--- config.mk ---
export PLATFORM = sky130hd
export DESIGN_NAME = fetch_unit
export DESIGN_NICKNAME = d
export VERILOG_FILES = /design/src/rtl/fetch_unit.sv
export SDC_FILE = /design/constraint.sdc
export NUM_CORES = 1
export LEC_CHECK = 0
export ABC_CLOCK_PERIOD_IN_PS = 2550
export CORE_MARGIN = 5
export CORE_UTILIZATION = 50
export CTS_CLUSTER_SIZE = 40
export DETAILED_ROUTE_END_ITERATION = 7
export HOLD_SLACK_MARGIN = 0.06
export PLACE_DENSITY = 0.8
export SETUP_SLACK_MARGIN = 0.15
export SYNTH_ARGS = -nofsm -noshare
export SYNTH_HDL_FRONTEND = slang
export SYNTH_SLANG_ARGS = --single-unit
--- constraint.sdc ---
create_clock -name clk -period 2.55 [get_ports clk]
set_input_delay 0.6375 -clock clk [delete_from_list [all_inputs] [get_ports clk]]
set_output_delay 0.6375 -clock clk [all_outputs]
set_load 0.005 [all_outputs]
--- src/rtl/fetch_unit.sv ---
// fetch_unit: instruction fetch stage with an IF/ID output register.
// Reads one word per cycle from a combinational instruction memory.
// A word whose top three bits are 111 is a long instruction: the word
// after it is its immediate. The word 1 is HALT, which stops fetching
// until a redirect arrives.
//
// state  | meaning
// -------+---------------------------------------------------------------
// FIRST  | fetching the first (or only) word of an instruction
// SECOND | first word of a long instruction held, fetching its immediate
// HALTED | HALT has been issued; PC frozen until a redirect
module fetch_unit #(
  parameter int          N        = 16,
  parameter logic [N-1:0] RESET_PC = '0
) (
  input  logic         clk,
  input  logic         rst,
  input  logic         stall,
  input  logic         redirect,
  input  logic [N-1:0] redirect_pc,
  output logic [N-1:0] im_addr,
  input  logic [N-1:0] im_data,
  output logic [N-1:0] instr,
  output logic [N-1:0] imm,
  output logic [N-1:0] pc_out,
  output logic         valid
);

  typedef enum logic [1:0] {
    FIRST  = 2'd0,
    SECOND = 2'd1,
    HALTED = 2'd2
  } state_t;

  state_t       state;
  logic [N-1:0] pc;
  logic [N-1:0] pc_inc;
  logic [N-1:0] hold_instr;
  logic [N-1:0] hold_pc;
  logic         is_long;
  logic         is_halt;

  // The memory address is the PC itself; the increment wraps modulo 2^N.
  assign im_addr = pc;
  assign pc_inc  = pc + N'(1);

  // Decode only the bits needed to pick the next state.
  assign is_long = (im_data[N-1 -: 3] == 3'b111);
  assign is_halt = (im_data == N'(1));

  // Fetch FSM with registered IF/ID outputs. Redirect beats stall; stall
  // freezes everything; otherwise the current state decides the update.
  always_ff @(posedge clk or negedge rst) begin
    if (!rst) begin
      state      <= FIRST;
      pc         <= RESET_PC;
      hold_instr <= '0;
      hold_pc    <= '0;
      instr      <= '0;
      imm        <= '0;
      pc_out     <= '0;
      valid      <= 1'b0;
    end else if (redirect) begin
      // Any held first word is dropped simply by leaving SECOND.
      state <= FIRST;
      pc    <= redirect_pc;
      valid <= 1'b0;
    end else if (!stall) begin
      case (state)
        FIRST: begin
          pc <= pc_inc;
          if (is_long) begin
            hold_instr <= im_data;
            hold_pc    <= pc;
            valid      <= 1'b0;
            state      <= SECOND;
          end else begin
            instr  <= im_data;
            imm    <= '0;
            pc_out <= pc;
            valid  <= 1'b1;
            state  <= is_halt ? HALTED : FIRST;
          end
        end
        SECOND: begin
          instr  <= hold_instr;
          imm    <= im_data;
          pc_out <= hold_pc;
          valid  <= 1'b1;
          pc     <= pc_inc;
          state  <= FIRST;
        end
        HALTED: begin
          valid <= 1'b0;
        end
        default: begin
          state <= FIRST;
          valid <= 1'b0;
        end
      endcase
    end
  end

endmodule

==> summary.md <==
| Metric | Value |
|---|---|
| Mapped Nets | `437` |
| Synth Warn # | `0` |
| Cell Chain, Critical Path | `clkdlybuf4s50_1` |
| Hpwl dp | `7210 um` |
| Post-synth EDFFs | `0` |
| Pre-antenna DRT Iters | `4` |
| Worst rel slew slack | `0.525` |
| Highest routing layer actually used | `met4` |
| Post-CTS Setup Bufs | `0` |
| Synth cell count leaders | `dfrtp_1, nand2_1, o21ai_0, mux2i_1, mux2_2` |
| Antenna cell count | `0` |
| Critical Path Slowest Stage Cell | `clkdlybuf4s50_1` |
| Cts bufs inserted | `9` |
| Layout Skew | `0.00615 ns` |
| Nature of the critical path startpoint | `register` |
| Share of cells above drive strength 1 | `0.138` |
| WL final | `10100 um` |
| Cts repair resizes | `0` |
| DRT antenna net count | `0` |
| Die W | `103 um` |
| Core Box Area | `8590 um^2` |
| Routability congestion estimate | `0.816` |
| CP endpoint kind | `output port` |
| Htree depth | `3` |
| Final setup margin | `0.467 ns` |
| Fill cell count | `676` |
| Most common cell in the netlist | `dfrtp_1` |
| Compound-gate portion of the synthesized area | `0.0857` |
| Pleak | `2.35 nW` |
| Root Driver | `clkbuf_8` |
| Detailed router's first-iteration violation count | `131` |
| Worst stage delay on the critical path | `0.58 ns` |
| M1 WL | `4520 um` |
| Final period util | `0.817` |
| # IOs | `101` |
| Grt ovf | `0` |
| Post-synthesis xor/xnor area fraction | `0.0242` |
| Total vias in the final route | `3334` |
| Top delay family on crit path | `buffers and inverters` |
| Seq/Total Area, Yosys | `0.571` |
| First-pass GRT wire length | `16900 um` |
| F_max | `480 MHz` |
| Port bufs | `100` |
| Largest net degree at the start of global routing | `57` |
| Metal2 WL | `4800 um` |
| Post-synthesis cell type count | `37` |
| Initial antenna violation count | `0` |
| Num Clock Sinks | `99` |
| Tightest Hold Check Type | `input pin to async pin` |
| Worst Setup Path Type | `register to output port` |
| Avg Inst Size Synth | `10.8 um^2` |
| #FFs+latches synth | `99` |
| Final-stage net count | `539` |
| RSZ-0062 raised after global routing | `no` |
| Crit-path max FO | `7` |
| Number of global-route vias before repair | `3400` |
| Area leader, netlist | `dfrtp_1` |
| Synth top area share | `0.571` |
| Buffers & Inverters on Critical Path | `1` |
| Pre-CTS setup slack | `0.137 ns` |
| Worst Path Arrival | `1.45 ns` |
| Post-Synth Adder-Cell Area | `0.00289` |
| Min Tclk post-route | `2.08 ns` |
| Post-Synth Simple-Gate Area | `0.138` |
| Synth-to-layout area growth | `32.6%` |
| Cell Area, Synth | `4340 um^2` |
| Hold buffers post-CTS | `0` |
| Num rows | `34` |
| DR WL/cell | `16.5 um` |
| Mux cell area share after synthesis | `0.149` |
| Later-pin clock latency in the skew report | `0.36 ns` |
| Initial core utilization | `0.505` |
| Status | `finished, final reports clean` |
| Longest Clk Path Bufs | `2` |
| Worst-path clk slew | `0.09 ns` |
| Measured slew at the worst slew-check pin | `0.713 ns` |
| Tot GR Track Use | `0.203` |
| Hold Fails Final Rpt | `0` |
| Maxcap violations | `0` |
| CTS tree | `built` |
| Largest family of logic cells by synthesized area | `multiplexers` |
| DRC Markers | `0` |
| Synth Instances | `400` |
| VDD IR-drop max | `380 uV` |
| Top post-synthesis cells by area | `dfrtp_1, mux2_2, mux2i_1` |
| Slew Viols, Final | `0` |
| Met3 WL | `671 um` |
| Worst Path Required | `1.91 ns` |
| R2R Setup Slk | `0.50 ns` |
| Setup tns final | `0 ns` |
| Final Util | `0.669` |
| Async set or reset register ratio after synthesis | `1.00` |
| Vias/cell | `5.42` |
| Main synth FF type | `dfrtp_1` |
| DIE HEIGHT | `103 um` |
| Setup-failing EPs final | `0` |
| Power density over cell area | `654 nW/um^2` |
| Full die area | `10600 um^2` |
==> cell usage in the layout, fill, tap and decap left out, types with 2 or more instances in the layout <==
cell | Yosys | routed
mux2_2 | 29 | 29
clkbuf_8 | 0 | 9
dfrtp_1 | 99 | 99
nor2_1 | 4 | 4
inv_1 | 3 | 3
mux2i_1 | 32 | 32
nand2b_1 | 2 | 2
nor3_1 | 4 | 4
xor2_1 | 3 | 3
nand4_1 | 5 | 5
nand3_1 | 4 | 4
buf_12 | 0 | 3
clkdlybuf4s50_1 | 0 | 99
or2_2 | 3 | 3
a21oi_1 | 3 | 3
bufinv_16 | 0 | 2
clkinv_2 | 0 | 3
xnor2_1 | 9 | 9
buf_4 | 0 | 15
nor4_1 | 8 | 8
o31a_1 | 2 | 2
nor2b_1 | 2 | 2
o21ai_0 | 63 | 63
nand2_1 | 84 | 83
==> metal layers <==
| layer | up-vias | global-route usage |
|---|---|---|
| li1 | 1581 | - |
| met1 | 1630 | 0.285 |
| met2 | 109 | 0.317 |
| met3 | 14 | 0.0440 |
| met4 | 0 | 0.0618 |
| met5 | - | 0 |
==> logic make-up after synthesis <==
family                     count (synthesis)
DFF                                       99
buffers and inverters                     29
adders and majority gates                  1
xor gates and xnor gates                  12
AOI/OAI and AO/OA                         71
muxes                                     61
and+or+nand+nor                          127
==> sequential cells by signal, summed over array words and instances (netlist names) <==
| name | flops |
|---|---|
| pc_out | 16 |
| valid | 1 |
| state | 2 |
| imm | 16 |
| hold_instr | 16 |
| instr | 16 |
| hold_pc | 16 |
| im_addr | 16 |
==> where the power goes <==
| group | internal (mW) | leakage (nW) | switching [mW] |
|---|---|---|---|
| clock network | 0.551 | 0.109 | 0.537 |
| registers | 1.81 | 1.25 | 0.161 |
| logic | 0.432 | 0.992 | 0.274 |
==> area by class of cell <==
cell class,count,area (um^2),area share
well taps,108,135,0.0235
multi-input cells,272,1750,0.304
inverters,3,11.3,0.00196
flip-flops and latches,99,2480,0.431
clock buffers,9,124,0.0215
repair buffers,117,1160,0.202
clock inverters,7,91.3,0.0159
==> metrics by stage <==
step                      instance area (um^2)  power, mW  instances  hold slack (ns)
after CTS                                 5750       3.80        615            0.346
final                                     5750       3.76        615            0.327
after detailed placement                  5530       2.71        599            0.459
after global routing                      5750       3.95        615            0.375
after floorplan                           4340       2.26        400            0.342
after global placement                    5530       2.67        599            0.452
==> path summary, 6_finish.rpt <==
path,start,end,depth (start not counted)
worst max-delay path,im_addr[7]$_DFFE_PN0P_,im_addr[7],1
worst min-delay path,rst,instr[3]$_DFFE_PN0P_,1
worst max register to register,im_addr[1]$_DFFE_PN0P_,im_addr[14]$_DFFE_PN0P_,5
worst min register to register,hold_instr[15]$_DFFE_PN0P_,hold_instr[15]$_DFFE_PN0P_,1
max in group asynchronous,rst,imm[1]$_DFFE_PN0P_,2
min in group clk,hold_instr[15]$_DFFE_PN0P_,hold_instr[15]$_DFFE_PN0P_,1
(Power assumes the default switching activity.)
